===== config.mk =====
export PLATFORM = sky130hd
export DESIGN_NAME = alu_share_ctrl
export DESIGN_NICKNAME = d
export VERILOG_FILES = /design/src/rtl/alu_share_ctrl.sv
export SDC_FILE = /design/constraint.sdc
export NUM_CORES = 1
export LEC_CHECK = 0
export CAP_MARGIN = 40
export CORE_MARGIN = 5
export CORE_UTILIZATION = 41
export CTS_CLUSTER_DIAMETER = 150
export CTS_CLUSTER_SIZE = 10
export DETAILED_ROUTE_END_ITERATION = 8
export GPL_TIMING_DRIVEN = 0
export PLACE_DENSITY = 0.8
export SLEW_MARGIN = 20
export SYNTH_ARGS = -nofsm -noshare
export SYNTH_HDL_FRONTEND = slang
export SYNTH_SLANG_ARGS = --single-unit

===== constraint.sdc =====
create_clock -name clk -period 1.95 [get_ports clk]
set_input_delay 0.39 -clock clk [delete_from_list [all_inputs] [get_ports clk]]
set_output_delay 0.39 -clock clk [all_outputs]
set_load 0.02 [all_outputs]

===== src/rtl/alu_share_ctrl.sv =====
// Round-robin share of one external combinational ALU between two requesters; accept in IDLE,
// result after SETTLE cycles of ALU drive, held on rspX_valid/rsp_data until that requester's ready.
module alu_share_ctrl #(
  parameter int DW      = 4,
  parameter int OPW     = 4,
  parameter int SETTLE  = 1,
  parameter int NUM_OPS = 7
) (
  input  logic           clk,
  input  logic           rst_n,
  input  logic           req0_valid,
  output logic           req0_ready,
  input  logic [OPW-1:0] req0_op,
  input  logic [DW-1:0]  req0_a,
  input  logic [DW-1:0]  req0_b,
  input  logic           req1_valid,
  output logic           req1_ready,
  input  logic [OPW-1:0] req1_op,
  input  logic [DW-1:0]  req1_a,
  input  logic [DW-1:0]  req1_b,
  output logic           rsp0_valid,
  input  logic           rsp0_ready,
  output logic           rsp1_valid,
  input  logic           rsp1_ready,
  output logic [DW:0]    rsp_data,
  output logic           rsp_err,
  output logic [OPW-1:0] alu_op,
  output logic [DW-1:0]  alu_in1,
  output logic [DW-1:0]  alu_in2,
  input  logic [DW:0]    alu_out,
  output logic           busy,
  output logic [7:0]     done_cnt
);

  typedef enum logic [1:0] {IDLE, EXEC, RESP} state_t;

  typedef struct packed {
    logic [OPW-1:0] op;
    logic [DW-1:0]  a;
    logic [DW-1:0]  b;
  } req_t;

  localparam logic [OPW-1:0] OP_NOP   = '1;
  localparam logic [OPW-1:0] OP_DIV   = OPW'(3);
  localparam logic [OPW:0]   OP_LIMIT = (OPW+1)'(NUM_OPS);
  localparam logic [3:0]     CNT_LAST = 4'(SETTLE - 1);

  state_t     state;
  logic       last_grant;
  logic       cur_id;
  logic [3:0] cnt;
  logic       gnt1;
  logic       illegal;
  logic       rsp_hs;
  req_t       in_req;

  // Contention goes to whoever did not win last; a lone requester always wins.
  always_comb begin
    gnt1    = req1_valid && (!req0_valid || !last_grant);
    in_req  = gnt1 ? {req1_op, req1_a, req1_b} : {req0_op, req0_a, req0_b};
    illegal = ({1'b0, in_req.op} >= OP_LIMIT) || ((in_req.op == OP_DIV) && (in_req.b == '0));
    rsp_hs  = (rsp0_valid && rsp0_ready) || (rsp1_valid && rsp1_ready);
  end

  assign req0_ready = (state == IDLE) && req0_valid && !gnt1;
  assign req1_ready = (state == IDLE) && gnt1;
  assign busy       = (state != IDLE);

  always_ff @(posedge clk or negedge rst_n) begin
    if (!rst_n) begin
      state      <= IDLE;
      last_grant <= 1'b1;
      cur_id     <= 1'b0;
      cnt        <= '0;
      rsp0_valid <= 1'b0;
      rsp1_valid <= 1'b0;
      rsp_data   <= '0;
      rsp_err    <= 1'b0;
      done_cnt   <= '0;
      alu_op     <= OP_NOP;
      alu_in1    <= '0;
      alu_in2    <= '0;
    end else begin
      case (state)
        IDLE: begin
          if (req0_ready || req1_ready) begin
            cur_id     <= gnt1;
            last_grant <= gnt1;
            if (illegal) begin
              // Rejected ops never touch the ALU bus.
              state      <= RESP;
              rsp_data   <= '0;
              rsp_err    <= 1'b1;
              rsp0_valid <= !gnt1;
              rsp1_valid <= gnt1;
            end else begin
              // The ALU bus registers double as the latched operation.
              state   <= EXEC;
              cnt     <= '0;
              alu_op  <= in_req.op;
              alu_in1 <= in_req.a;
              alu_in2 <= in_req.b;
            end
          end
        end
        EXEC: begin
          cnt <= cnt + 4'd1;
          if (cnt == CNT_LAST) begin
            state      <= RESP;
            rsp_data   <= alu_out;
            rsp_err    <= 1'b0;
            rsp0_valid <= !cur_id;
            rsp1_valid <= cur_id;
            alu_op     <= OP_NOP;
            alu_in1    <= '0;
            alu_in2    <= '0;
          end
        end
        RESP: begin
          if (rsp_hs) begin
            state      <= IDLE;
            rsp0_valid <= 1'b0;
            rsp1_valid <= 1'b0;
            done_cnt   <= done_cnt + 8'd1;
          end
        end
        default: state <= IDLE;
      endcase
    end
  end

endmodule


Word-level counts from Yosys, hierarchy flattened
Cells that the tools add are included.
Operators by class
  add/sub/neg operators: 2
  muxes and demuxes: 37
  equality and inequality tests: 8
  reductions and logical operators: 28
  order comparisons: 1
Operator list (number)
  2-to-1 mux 4 bit: 10
  one-hot mux 4 bit (2 select lines): 4
  2-to-1 mux 5 bit: 3
  2-to-1 mux 12 bit: 1
  2-to-1 mux 1 bit: 10
  one-hot mux 5 bit (2 select lines): 1
  adder 8 x 1 -> 8 bit (second input constant): 1
  zero test 4 bit: 2
  2-to-1 mux 2 bit: 4
  != test 2 bit (second input constant): 4
  AND reduction 4 bit: 2
  logical AND 1 bit: 7
  one-hot mux 1 bit (3 select lines): 2
  one-hot mux 2 bit (3 select lines): 1
  AND reduction 3 bit: 2
  AND reduction 5 bit: 1
  adder 4 x 1 -> 4 bit (second input constant): 1
  == test 4 x 2 -> 1 bit (second input constant): 1
  >= comparator 4 x 3 -> 1 bit (second input constant): 1
  zero test 1 bit: 4
  logical OR 1 bit: 4
  AND reduction 2 bit: 2
  nonzero test 2 bit: 2
  nonzero test 3 bit: 1
  other kinds (5): 5
Word-level totals
  word-level logic and storage cells: 88
  output and inout port bits: 31
  input port bits: 35
  register bits: 36

Longest topological paths before layout
Gate-level depths: netlist of run 1.
  depth in word-level cells: 10
  mapped depth: 8
  gate-level depth less buffers: 7

Least setup slack after synthesis of run 1
Ideal clock, no wire load.
  path kind: input to register
  start point: in req0_b[2]
  end point: reg rsp0_valid
  arrival time: 1.883 ns
  stages: 5
  setup slack: -0.057 ns
  setup time: 0.125 ns
  data required time: 1.825 ns
  cells stage by stage: or4_4 -> a211oi_4 -> nor3_2 -> nor3_4 -> mux2_2
Between the ends
  word-level cells in the longest chain between the ends: 6
Ends and longest elaborated chain
  start: declaration: RTL line 15  | input logic [DW-1:0] req0_b,
  2-to-1 mux 12 bit: RTL line 60  | in_req = gnt1 ? {req1_op, req1_a, req1_b} : {req0_op, req0_a, req0_b};
  zero test 4 bit: RTL line 61  | illegal = ({1'b0, in_req.op} >= OP_LIMIT) || ((in_req.op == OP_DIV) && (in_req.b == '0));
  logical AND 1 bit: RTL line 61
  logical OR 1 bit: RTL line 61
  != test 2 bit (no source line)
  AND reduction 5 bit (no source line)
  end signal: assignment: RTL line 94  | rsp0_valid <= !gnt1;
  end signal: assignment: RTL line 112  | rsp0_valid <= !cur_id;
  end: declaration: RTL line 21  | output logic rsp0_valid,
Every way passes these cells.
A chain may end at the register's enable or synchronous reset.

Final worst setup path of run 1
  start point: reg cnt[1]
  end point: reg rsp_data[3]
Between the ends
  word-level cells in the longest chain between the ends: 3
Ends and longest elaborated chain
  start: declaration: RTL line 51  | logic [3:0] cnt;
  start signal: assignment: RTL line 107  | cnt <= cnt + 4'd1;
  zero test 4 bit: RTL line 108  | if (cnt == CNT_LAST) begin
  != test 2 bit (no source line)
  AND reduction 4 bit (no source line)
  end signal: assignment: RTL line 110  | rsp_data <= alu_out;
  end: declaration: RTL line 25  | output logic [DW:0] rsp_data,
Every way passes these cells.

==> metrics.md, run 1 <==
| Metric | Value |
|---|---|
| Routed vias | `~1800` |
| Worst Setup SP | `cnt[1]` |
| Remaining global-route overflow | `0` |
| Crit path DAT | `approximately 2.2 ns` |
| Die Width | `around 80 um` |
| Final hold violation count | `3` |
| Worst-path clk slew | `~0.08 ns` |
| Cell area power density | `about 1500 nW/um^2` |
| Cells after Synth | `between 150 and 200` |
| Vias in the first global route | `around 1900` |
| Clk_lat worst skew | `roughly 0.3 ns` |
| Top Ports | `66` |
| LEAKAGE | `0.00137 uW` |
| Hold-fix buffer count after cts | `0` |
| Final-stage net count | `about 310` |
| CP Launch Type | `flip-flop` |
| Initial cell density of the core | `about two fifths` |
| Setup violators final | `7` |
| Detail Route Antenna Nets | `0` |
| Pins over their slew limit | `0` |
| Commonest non-fill, non-tap cell in the layout | `clkdlybuf4s50_1` |
| Die area | `6150 sq um` |
| Sw frac | `around 40%` |
| Residual DRC count | `0` |
| Netlist Area Pre-Place | `approximately 1900 sq um` |
| Hold WS | `-0.00576 ns` |
| CTS max path bufs | `2` |
| Worst setup path class | `reg -> reg` |
| Core Area | `roughly 4600 sq um` |
| WL/cell | `approximately 17 um` |
| # port buffers | `65` |
| Ys Warns | `0` |
| Final setup margin | `-0.0758 ns` |
| Flops & latches, synth | `36` |
| Largest net degree at the start of global routing | `23` |
| Syn Nets | `around 220` |
| Max Cap Violations | `0` |
| Final WL | `about 5400 um` |
| Fin crit period | `between 2 and 2.5 ns` |
| # placed instances | `~300` |
| CP endpoint kind | `flip-flop` |
| Sequential power share | `around 28%` |
| Final instance area | `roughly 3100 sq um` |
| Router iterations before antenna repair | `4` |
| FP Rows | `25` |
| Clk_skew | `0.0109 ns` |
| Power share of the clock group | `about 15%` |
| Status | `finished with violations` |
| Global-route wire length before repair | `8640 um` |
| TritonCTS clock tree | `yes` |
| Finished Layout Cells | `327` |
| Unrepaired setup endpoints after global routing | `yes` |
| Main synth FF type | `dfrtp_1` |
| Failing checks | `hold timing, setup timing` |
| Synth async-reset ratio | `100%` |
| HP Class | `in -> async` |
| Drt initial violations | `116` |
| Worst r2r src | `cnt[1]` |
| ANT cells | `0` |
| Clock tree root driver cell | `clkbuf_8` |
| Share of post-route cells with drive strength above 1 | `between 20% and 30%` |
| Cell Int Power | `roughly 2800 uW` |
| Max VDD drop | `approximately 0.85 mV` |
| H-Tree Level Count | `2` |
| Dpl hpwl | `between 3000 and 4000 um` |
| Final cycle utilization of the critical path | `104%` |
| Crit-path max FO | `5` |
| Global Route Usage Sum | `between 15 and 20%` |
| Clk sink count | `36` |
| Measured slew at the worst slew-check pin | `about 0.54 ns` |
| Sequential fraction of the synthesis area | `approximately 47%` |
| Comb pwr share | `between 50% and 60%` |
| Distinct cell type count after synthesis | `47` |
| Net switching power | `roughly 1800 uW` |
| Slew headroom | `around 64%` |
| Routability cong. | `a little under 0.8` |
| Max Clk Rate | `494 MHz` |
| Area delta synth->final | `60.3%` |
| Die Height | `~78 um` |
| Req. time, crit path | `approximately 2.1 ns` |
| Initial antenna violation count | `0` |
| CTS Buf Count | `5` |
| Most frequent cells in the layout | `clkdlybuf4s50_1, dfrtp_1, buf_4` |
| Vias per cell | `around 5.4` |
| DP Area | `roughly 2700 sq um` |
| Avg Inst Size Synth | `10.6 sq um` |
| Number of flops mapped to enable cells by yosys | `0` |
[metrics by stage]
stage / TNS [ns] / setup WS, ns / utilization (%) / total power (uW)
5_1_grt: -1.08 / -0.133 / 66.5 / 4840
2_1_floorplan: 0 / 0.0156 / - / 2590
6_report: -0.478 / -0.0758 / 66.5 / 4580
4_1_cts: 0 / 0.00393 / 63.3 / 4300
3_3_place_gp: -23.28 / -0.949 / 57.2 / 3330
3_5_place_dp: -13.54 / -0.941 / 57.7 / 3390
[sequential cells by signal (all words and copies together) (netlist names), 2 cells and up]
signal	flops
alu_op	4
done_cnt	8
state	2
alu_in2	4
alu_in1	4
rsp_data	5
cnt	4
[final cells by class]
class / instances / area (sq um)
sequential: 36 / 907
clock inverter: 3 / 46.3
multi-input combinational: 130 / 1080
clock buffer: 5 / 68.8
buffer: 7 / 61.3
tap: 54 / 67.6
fill: 353 / 1550
inverter: 7 / 26.3
timing repair buffer: 85 / 820
[worst paths after layout]
path                               end  slack (ns)  depth (start not counted)
max                        rsp_data[3]       -0.08                          8
min                             cnt[2]      -0.006                          1
max reg2reg                rsp_data[3]       -0.08                          8
min reg2reg                done_cnt[7]        0.47                          1
max in group asynchronous    alu_op[1]        1.43                          2
min in group clk            alu_in2[2]        0.44                          3
[power groups by stage]
stage	clock network [uW]	registers [uW]	logic [uW]
6_report	688	1290	2610
5_1_grt	725	1320	2800
4_1_cts	694	1280	2330
3_5_place_dp	0	1280	2110
3_3_place_gp	0	1280	2060
2_1_floorplan	0	1480	1110
[critical path, cell delays in order, from the launching register on]
cell and delay [ns]:
dfrtp_1 0.42, inv_1 0.08, ha_2 0.17, or3b_4 0.39
a22oi_4 0.22, o21ai_2 0.11, or2_0 0.23, buf_4 0.17
o2bb2ai_2 0.12
[metal layers]
metal	vias to the layer above	share of wire, %	wire length (um)	global-route usage [%]
met1	870	44	2410	22.5
met3	11	5.4	293	4.59
met4	0	1.7	95	5.77
li1	839	-	-	-
met5	-	0	0	0
met2	62	48	2630	29.6
[Yosys cell counts (2+ instances only)]
| library cell | n | share of area [%] |
|---|---|---|
| dfstp_2 | 5 | 6.8 |
| nand4_1 | 3 | 0.98 |
| dfrtp_1 | 31 | 40 |
| xnor2_1 | 4 | 1.8 |
| o21ai_0 | 6 | 1.6 |
| nor2b_1 | 2 | 0.65 |
| clkbuf_1 | 5 | 0.98 |
| o22a_1 | 3 | 1.4 |
| mux2i_1 | 8 | 4.2 |
| nand2_1 | 13 | 2.5 |
| nand3_1 | 10 | 2.6 |
| o211ai_1 | 2 | 0.78 |
| nor3_1 | 2 | 0.52 |
| mux2_2 | 4 | 2.3 |
| xor2_1 | 3 | 1.4 |
| inv_1 | 7 | 1.4 |
| nor2_1 | 18 | 3.5 |
| buf_2 | 2 | 0.52 |
| o2bb2ai_1 | 13 | 5.9 |
| ha_1 | 7 | 4.6 |
| a21o_1 | 3 | 1.2 |
| a21oi_1 | 5 | 1.3 |
[cells by family (layout without fill, tap and decap cells)]
kind of cell    Yosys count  in the layout  synth area share (%)
simple gates             60             60                  16.5
compound gates           44             44                  18.8
flops                    36             36                  47.2
buf+inv                  15            107                  3.26
mux                      12             12                  6.51
fa+ha+maj                 7              7                  4.56
xor+xnor                  7              7                  3.19
[repair_timing]
action                                 4_1_cts  5_1_grt
endpoints found under the hold margin        0        0
buffers inserted                             9       10
gates resized for setup                     42       20
pin swaps                                    6        9
setup endpoints to repair                   27       24
Note: power is estimated with default switching activity, not from simulation.
==> run 2, diff against run 1 <==
--- a/config.mk
+++ b/config.mk
@@ -13,6 +13,7 @@
 export DETAILED_ROUTE_END_ITERATION = 8
 export GPL_TIMING_DRIVEN = 0
 export PLACE_DENSITY = 0.8
+export REMOVE_ABC_BUFFERS = 1
 export SLEW_MARGIN = 20
 export SYNTH_ARGS = -nofsm -noshare
 export SYNTH_HDL_FRONTEND = slang
==> run 2 against run 1 <==
  * The flow finishes with violations (setup timing)
  * Die area did not move
  * Setup slack improved by 0.061 ns
  * Cell area fell by 4.2%
  * Clock power fell by 20%
  * Utilization fell by 2.8 points
  * Fmax rose by 3.1%
  * Critical path type unchanged
  * Largest power group unchanged
==> metrics.md, run 2 (synthesized netlist as in run 1, its figures left out) <==
| Metric | Value |
|---|---|
| Status | `finished with violations` |
| Failing checks | `setup timing` |
| Worst r2r src | `cnt[0]` |
| FP Rows | `25 (unchanged)` |
| HP Class | `reg -> reg` |
| End of the critical path | `rsp0_valid` |
| CTS Buf Count | `5 (unchanged)` |
| Routability cong. | `0.789 (+1.6%)` |
| Remaining global-route overflow | `0 (unchanged)` |
| Clk sink count | `36 (unchanged)` |
| Layout Utilization | `63.7% (-2.8 points)` |
| Detail Route Antenna Nets | `0 (unchanged)` |
| Fin crit period | `1.97 ns (-0.0607 ns)` |
| Max VDD drop | `0.631 mV (-26%)` |
| Top Registers | `done_cnt x8, rsp_data x5` |
| Power Total | `4260 uW (-7.0%)` |
| Core Area | `4630 sq um (unchanged)` |
| Largest net degree at the start of global routing | `25 (+8.7%)` |
| Commonest non-fill, non-tap cell in the layout | `clkdlybuf4s50_1` |
| Setup violators final | `2 (-5)` |
| TritonCTS clock tree | `yes` |
| Dpl hpwl | `3570 um (-4.1%)` |
| Worst Setup SP | `cnt[0]` |
| Max Clk Rate | `509 MHz (+3.1%)` |
| Flop-to-flop setup slack | `-0.02 ns (+0.06 ns)` |
| Worst-path clk slew | `0.07 ns (about the same)` |
| Drt initial violations | `72 (-38%)` |
| Worst flop-to-flop path endpoint | `rsp0_valid` |
| Crit-path max FO | `3 (-2)` |
| Final-stage net count | `307 (-2.2%)` |
| Share of post-route cells with drive strength above 1 | `22.9% (-3.8 points)` |
| Req. time, crit path | `2.13 ns (about the same)` |
| Clk_skew | `0.0107 ns (-0.000184 ns)` |
| Pins over their slew limit | `0 (unchanged)` |
| Initial cell density of the core | `41.5% (unchanged)` |
| Area delta synth->final | `53.5%` |
| Clock tree root driver cell | `clkbuf_8` |
| CTS max path bufs | `2 (unchanged)` |
| WL/cell | `16.1 um (-3.0%)` |
| Worst reg-to-reg path cell count | `7 (-1)` |
| Clk_lat worst skew | `0.30 ns (about the same)` |
| Crit path DAT | `2.14 ns (-0.07 ns)` |
| Vias per cell | `5.26 (-3.5%)` |
| Measured slew at the worst slew-check pin | `0.591 ns (+0.0549 ns)` |
| Die area | `6150 sq um (unchanged)` |
| Router iterations before antenna repair | `4 (unchanged)` |
| Most frequent cells in the layout | `clkdlybuf4s50_1, dfrtp_1, nor2_1` |
| # port buffers | `65 (unchanged)` |
| Slew headroom | `60.5% (-3.7 points)` |
| Routed vias | `1683 (-5.6%)` |
| Vias in the first global route | `1843 (-0.70%)` |
| Hold WS | `0.470 ns (+0.475 ns)` |
| Residual DRC count | `0 (unchanged)` |
| Final instance area | `2950 sq um (-4.2%)` |
| Global Route Usage Sum | `17.7% (-0.070 points)` |
| H-Tree Level Count | `2 (unchanged)` |
| Setup TNS | `-0.0267 ns (+0.452 ns)` |
| Final setup margin | `-0.0151 ns (+0.0607 ns)` |
| Max Cap Violations | `0 (unchanged)` |
| Global-route wire length before repair | `8650 um (about the same)` |
| Unrepaired setup endpoints after global routing | `yes` |
| Worst setup path class | `reg -> reg` |
| CP Launch Type | `flip-flop` |
| Final hold violation count | `0 (-3)` |
| Final cycle utilization of the critical path | `101% (-3.1 points)` |
| ANT cells | `0 (unchanged)` |
| Top Ports | `66 (unchanged)` |
| Cell area power density | `1450 nW/um^2 (-2.9%)` |
| CP endpoint kind | `flip-flop` |
| DP Area | `2640 sq um (-1.4%)` |
| Final WL | `5160 um (-5.1%)` |
| Max reg flops | `8 (unchanged)` |
| Worst hold start | `done_cnt[7]` |
| Die Width | `78.4 um (unchanged)` |
| Die Height | `78.4 um (unchanged)` |
| Biggest register | `done_cnt` |
| Initial antenna violation count | `0 (unchanged)` |
| LEAKAGE | `0.00129 uW (-5.9%)` |
[run 2: changes by cell type in the layout (fill, tap and decap cells not counted), sizes merged]
cell,delta
clkbuf,-2
clkdlybuf4s15,-1
bufinv,-1
clkinv,+2
clkdlybuf4s50,+4
dlygate4sd3,+1
or2b,+1
buf,-5
dlymetal6s2s,-4
inv,-1
clkinvlp,-1
[run 2: timing repair]
item                       CTS  global route
cloned                       1             0
resized for setup           32            14
buffers inserted            15             1
setup endpoints to repair   29            27
pin swaps                    8             7
hold endpoints to repair     4             0
hold buffers                 1             0
[run 2: worst max-delay path: stages (launching register included)]
cell and delay [ns]:
dfrtp_1 0.40, inv_1 0.06, ha_1 0.14, or3b_4 0.39, a22oi_4 0.18, nand2_2 0.11, nor3_4 0.24, mux2_4 0.32
[run 2: worst min path at each step]
stage	to	cells after the start	slack (ns)
floorplan	alu_in1[0]	0	0.09
global placement	done_cnt[7]	1	0.46
detailed placement	cnt[0]	1	0.32
CTS	done_cnt[7]	1	0.47
global route	done_cnt[7]	1	0.50
finish	done_cnt[7]	1	0.47
[run 2: through the flow]
step	setup WS, ns	cells
after floorplan	-0.143	173
after global placement	-1.24	292
after detailed placement	-0.897	294
after CTS	0.00112	319
after global routing	-0.0563	320
final	-0.0151	320
[run 2: area by class of cell]
type,count,area [sq um]
repair buffers,84,801
clock buffers,6,82.6
multi-input cells,131,1050
clock inverters,2,10.0
flip-flops and latches,36,907
inverters,7,26.3
well taps,54,67.6
fillers,374,1680
[run 2: per-layer routing]
layer	track usage (%)	routed length, um	vias up
met2	31.6	2630	43
met4	6.99	83	0
li1	-	-	823
met1	19.5	2130	811
met5	0	0	-
met3	5.50	305	6
[run 2: report_power, final]
group          leakage, uW  internal (uW)  total, uW  switching [uW]
clock            0.0000510            282        547             265
combinational     0.000778           1220       2440            1210
sequential        0.000457           1060       1280             224
total              0.00129           2560       4260            1700
